==> src/rtl/dac_pattern_sequencer.sv <==
// Burst/gap scheduler for the DAC sample stream: picks a per-run sample source
// and presents it through a single registered valid/ready output stage.
//
// state | meaning
// IDLE  | waiting for start; output stage drains any held beat
// BURST | loading samples from the selected source
// GAP   | loading GAP_WORD between bursts
// DONE  | run finished; done pulses for this one cycle
module dac_pattern_sequencer #(
   parameter int                DATA_W    = 32,
   parameter int                CNT_W     = 16,
   parameter logic [DATA_W-1:0] GAP_WORD  = 32'h0000_0000,
   parameter logic [31:0]       PRBS_SEED = 32'hFFFF_FFFF
) (
   input  logic              clk,
   input  logic              rst,
   input  logic [1:0]        cfg_src_sel,
   input  logic [DATA_W-1:0] cfg_const,
   input  logic [CNT_W-1:0]  cfg_burst_len,
   input  logic [CNT_W-1:0]  cfg_gap_len,
   input  logic [CNT_W-1:0]  cfg_num_bursts,
   input  logic              start,
   input  logic              stop,
   input  logic [DATA_W-1:0] s0_data,
   input  logic              s0_valid,
   output logic              s0_ready,
   input  logic [DATA_W-1:0] s1_data,
   input  logic              s1_valid,
   output logic              s1_ready,
   output logic [DATA_W-1:0] o_data,
   output logic              o_valid,
   input  logic              o_ready,
   output logic              busy,
   output logic              done,
   output logic [CNT_W-1:0]  burst_idx
);

   typedef enum logic [1:0] {ST_IDLE, ST_BURST, ST_GAP, ST_DONE} state_t;

   state_t            state;
   logic [1:0]        sel_q;
   logic [DATA_W-1:0] const_q;
   logic [CNT_W-1:0]  blen_q;
   logic [CNT_W-1:0]  glen_q;
   logic [CNT_W-1:0]  nb_q;
   logic [CNT_W-1:0]  cnt;
   logic [31:0]       prbs_q;
   logic [31:0]       prbs_nxt;
   logic [CNT_W-1:0]  idx_inc;
   logic [DATA_W-1:0] smp_data;
   logic              load_en;
   logic              src_avail;
   logic              load_smp;
   logic              load_gap;
   logic              cnt_last;

   assign load_en  = ~o_valid | o_ready;
   assign s0_ready = (state == ST_BURST) & (sel_q == 2'd0) & load_en & ~stop;
   assign s1_ready = (state == ST_BURST) & (sel_q == 2'd1) & load_en & ~stop;
   assign busy     = (state != ST_IDLE);
   assign prbs_nxt = {prbs_q[30:0], prbs_q[31] ^ prbs_q[29] ^ prbs_q[25] ^ prbs_q[24]};
   assign idx_inc  = burst_idx + CNT_W'(1);
   assign cnt_last = (cnt == CNT_W'(1));

   always_comb begin
      src_avail = 1'b1;
      smp_data  = const_q;
      case (sel_q)
         2'd0:    begin src_avail = s0_valid; smp_data = s0_data; end
         2'd1:    begin src_avail = s1_valid; smp_data = s1_data; end
         2'd2:    smp_data = DATA_W'(prbs_q);
         default: smp_data = const_q;
      endcase
   end

   assign load_smp = (state == ST_BURST) & load_en & src_avail & ~stop;
   assign load_gap = (state == ST_GAP) & load_en & ~stop;

   always_ff @(posedge clk) begin
      if (rst) begin
         state     <= ST_IDLE;
         o_valid   <= 1'b0;
         o_data    <= '0;
         done      <= 1'b0;
         burst_idx <= '0;
         prbs_q    <= PRBS_SEED;
         cnt       <= '0;
         sel_q     <= '0;
         const_q   <= '0;
         blen_q    <= '0;
         glen_q    <= '0;
         nb_q      <= '0;
      end else begin
         done <= 1'b0;

         if (load_smp || load_gap) begin
            o_valid <= 1'b1;
            o_data  <= load_smp ? smp_data : GAP_WORD;
         end else if (o_ready) begin
            o_valid <= 1'b0;
         end

         if (load_smp && sel_q == 2'd2)
            prbs_q <= prbs_nxt;

         // a stop in DONE must not stretch the pulse already in flight
         if (stop && state != ST_IDLE) begin
            state <= ST_IDLE;
            done  <= (state != ST_DONE);
         end else begin
            case (state)
               ST_IDLE: begin
                  if (start && !stop && cfg_burst_len != '0) begin
                     sel_q     <= cfg_src_sel;
                     const_q   <= cfg_const;
                     blen_q    <= cfg_burst_len;
                     glen_q    <= cfg_gap_len;
                     nb_q      <= cfg_num_bursts;
                     prbs_q    <= PRBS_SEED;
                     cnt       <= cfg_burst_len;
                     burst_idx <= '0;
                     state     <= ST_BURST;
                  end
               end
               ST_BURST: begin
                  if (load_smp) begin
                     if (cnt_last) begin
                        burst_idx <= idx_inc;
                        if (nb_q != '0 && idx_inc == nb_q) begin
                           state <= ST_DONE;
                           done  <= 1'b1;
                        end else if (glen_q != '0) begin
                           state <= ST_GAP;
                           cnt   <= glen_q;
                        end else begin
                           cnt <= blen_q;
                        end
                     end else begin
                        cnt <= cnt - CNT_W'(1);
                     end
                  end
               end
               ST_GAP: begin
                  if (load_gap) begin
                     if (cnt_last) begin
                        state <= ST_BURST;
                        cnt   <= blen_q;
                     end else begin
                        cnt <= cnt - CNT_W'(1);
                     end
                  end
               end
               default: state <= ST_IDLE;
            endcase
         end
      end
   end

endmodule

==> config.mk <==
export PLATFORM = sky130hd
export DESIGN_NAME = dac_pattern_sequencer
export DESIGN_NICKNAME = d
export VERILOG_FILES = /design/src/rtl/dac_pattern_sequencer.sv
export SDC_FILE = /design/constraint.sdc
export NUM_CORES = 1
export LEC_CHECK = 0
export CAP_MARGIN = 25
export CELL_PAD_IN_SITES_DETAIL_PLACEMENT = 1
export CELL_PAD_IN_SITES_GLOBAL_PLACEMENT = 1
export CORE_MARGIN = 2
export CORE_UTILIZATION = 38
export CTS_CLUSTER_DIAMETER = 200
export DETAILED_ROUTE_END_ITERATION = 12
export PLACE_DENSITY = 0.83
export SLEW_MARGIN = 40
export SYNTH_ARGS = -nofsm -noshare
export SYNTH_HDL_FRONTEND = slang
export SYNTH_SLANG_ARGS = --single-unit
==> constraint.sdc <==
create_clock -name clk -period 3.1 [get_ports clk]
set_input_delay 0.62 -clock clk [delete_from_list [all_inputs] [get_ports clk]]
set_output_delay 0.62 -clock clk [all_outputs]
set_load 0.01 [all_outputs]
==> results.md <==
- Outcome: complete, no violations
- Number of sinks on the clock net: 182
- Static power due to leakage: 4.30 nW
- Class of the most critical setup path: input pin to output pin
- Grt ovf: 0
- Area of the placeable core: 23500 µm²
- DRT iter0 DRCs: 478
- Hpwl dp: 22.7 mm
- Detailed Routing Iterations Pass 1: 5
- Fill count: 2729
- Cell types with the largest area share after synthesis: dfxtp_1, nand2_1, mux4_2
- Slew @ Worst Pin: 0.774 ns
- Clock slew seen by the registers of the worst setup and hold paths: 0.07 ns
- Top achievable clock speed: 338 MHz
- Worst Path Required: 2.48 ns
- Setup skew after layout: 0.0136 ns
- Boundary pin count: 206
- Clock tree from TritonCTS: built
- Via count of the first global-routing pass: 9354
- Per-instance average area after synthesis: 8.42 µm²
- Wire length reported by the detailed router: 32.2 mm
- Number of buffers between clock root and the deepest sink: 2
- Most Used Layer, Global Route: met2
- Met3 GRT Util: 5.67%
- Total power per unit cell area: 653 nW/µm²
- Most used standard cells in the synthesized netlist: nand2_1, dfxtp_1, a21oi_1
- Type of element launching the critical path: input pin
- Final estimated routing congestion in global placement: 0.945
- Setup repair after global routing missed its margin: false
- Clk root buf: clkbuf_16
- PnR Total Power: 7.95 mW
- Count of inserted antenna diode cells: 0
- Final critical path time including I/O delays and setup: 2.96 ns
- Slew HR: 48.4%
- Synthesized netlist cell count: 1081
- Die Height: 159 µm
- Met2 track demand over resource in global routing: 44.0%
- Total standard cell area after synthesis: 9100 µm²
- Vias per Instance: 5.59
- Most common cell in the synthesized netlist: nand2_1
- First-pass GRT wire length: 50.8 mm
- Global router's overall resource usage: 25.1%
- Detail Route Antenna Nets: 0
- Adder-Cell Fraction of Synth Area: 1.10%
- Initial antenna violation count: 0
- Share of the yosys chip area belonging to registers: 40.0%
- Max-cap violations: 0
- Parity-gate share of the synthesized area counting xor and xnor cells: 3.56%
- Number of vias in the routed layout: 8844
- Number of H-tree levels: 4
- Post-cts hold buffer count: 0
- Clock Latency Late Sink: 0.44 ns
- Largest net degree at the start of global routing: 83
- VDD IR max: 0.370 mV
- Part of the cycle the worst path needs: 95.5%
- GR Layer Usage met1: 30.2%
- Proportion of synthesized flip-flops having asynchronous set or reset: 0%
- Overall die area: 25200 µm²
- Synth Flop Type: dfxtp_1
- Number of storage elements in the synthesis netlist: 182
- Port bufs: 205
- Class of the tightest hold or removal check: flop to flop
- Total nets after synthesis: 1242
- Number of enable-type register cells in the synthesized netlist: 0
- Post-Synth Simple-Gate Area: 25.6%
- Total of endpoints with negative setup slack in the final report: 0
- Die span in x: 159 µm
- Compound-gate portion of the synthesized area: 16.8%
- Setup_tns: 0 ns
- Fraction of layout cells with a size suffix above 1: 10.9%
- Worst-path fanout max: 4
- Final Slew Violations: 0
- Arrival time at the worst endpoint: 2.34 ns
- Worst setup EP type: output pin
- Final net count: 1411
- Initial cell density of the core: 38.8%
- Placement Rows: 56
- Multiplexer fraction of the synthesized cell area: 8.25%
- Relative area change from synthesis to final layout: 33.7%
- Ys Warns: 0
- Inserted Clock Buffers: 17
- Combinational family with the most area after synthesis: simple AND/OR/NAND/NOR gates
- Synth area leader: dfxtp_1
- Final hold viol count: 0
- Detail-routed net length per standard cell: 20.4 µm
- DRC viols: 0
- Fraction of post-synthesis cell area in the top cell type by area: 40.0%
- Unique cell type count in the Yosys netlist: 72
## through the flow
step           area [µm²]  cells  util [%]  hold WS (ns)  setup slack [ns]
2_1_floorplan        9100   1081         -         0.433             0.680
3_3_place_gp        11500   1549      49.0         0.439             0.131
3_5_place_dp        11500   1549      49.0         0.449            0.0670
4_1_cts             12100   1581      51.7         0.459            0.0585
5_1_grt             12200   1582      51.9         0.485           0.00113
6_report            12200   1582      51.9         0.456             0.140
## timing repair
action                                  CTS  global route
resized for setup                         0             3
endpoints found under the setup margin    0             2
buffers inserted                          0             0
## worst max-delay path, stage by stage
cell and delay (ns):
clkdlybuf4s50_1 0.45, nand2b_1 0.14, nor2b_1 0.23, nand2_2 0.14
nor3b_2 0.19, clkdlybuf4s50_1 0.55
## final cells by class
type                    count  area, µm²  share of cell area, %
well taps                 319        399                   3.28
multi-input cells         799       5070                   41.6
repair buffers            238       2380                   19.5
flip-flops and latches    182       3640                   29.9
clock buffers              17        425                   3.50
clock inverters            15        213                   1.75
inverters                  12       45.0                  0.370
## path summary, 6_finish.rpt
| path | cells after the start | startpoint | slack, ns | endpoint |
|---|---|---|---|---|
| worst min-delay path | 2 | const_q[31]$_SDFFE_PP0P_ | 0.46 | const_q[31]$_SDFFE_PP0P_ |
| worst max-delay path | 6 | o_ready | 0.14 | s1_ready |
| worst max register to register | 9 | burst_idx[1]$_SDFFE_PP0P_ | 0.23 | cnt[5]$_SDFFE_PP0P_ |
| worst min register to register | 2 | const_q[31]$_SDFFE_PP0P_ | 0.46 | const_q[31]$_SDFFE_PP0P_ |
## state kept, by name, summed over array words and instances (netlist names)
name	count
blen_q	16
burst_idx	16
cnt	16
const_q	32
done	1
glen_q	16
nb_q	16
o_data	32
o_valid	1
prbs_q	32
sel_q	2
state	2
## cells by family (layout without fill, tap and decap cells)
logic type / Yosys count / in the layout
flops: 182 / 182
compound gates: 239 / 239
xor+xnor: 37 / 37
mux: 35 / 35
buf+inv: 100 / 282
fa+ha+maj: 8 / 8
simple gates: 480 / 480
## routing by layer
layer  share of wire [%]  up-vias  wire length, µm
met4                 2.3        0              748
met3                 6.1       53             1980
met2                  50      269            16200
li1                    -     4160                -
met5                   0        -                0
met1                  41     4362            13300
## report_power, final
part,internal [mW],switching (mW)
Sequential,2.56,0.225
Combinational,1.19,1.64
Clock,1.24,1.09
## cells in the final DEF (no fill, tap or decap), types with 5 or more instances in the layout
master	synthesis	final
clkdlybuf4s50_1	0	204
a221oi_1	5	5
mux4_2	32	32
ha_1	8	7
nand4_1	11	11
buf_12	0	5
nor3_1	11	11
o21ai_0	23	23
nand2b_1	5	5
nor4_4	5	5
o21ai_1	7	7
a31oi_1	5	5
a21oi_1	115	114
xor2_1	6	6
nor2b_1	12	12
clkbuf_16	0	18
nor3_2	6	6
inv_8	0	5
nor2_1	64	62
xnor2_1	31	31
dfxtp_1	182	181
nor3b_2	5	7
inv_1	11	11
buf_4	5	28
nor4_1	15	15
nand2_1	260	259
nand3_1	50	49
a22oi_1	42	42
Note: power is estimated with default switching activity, not from simulation.
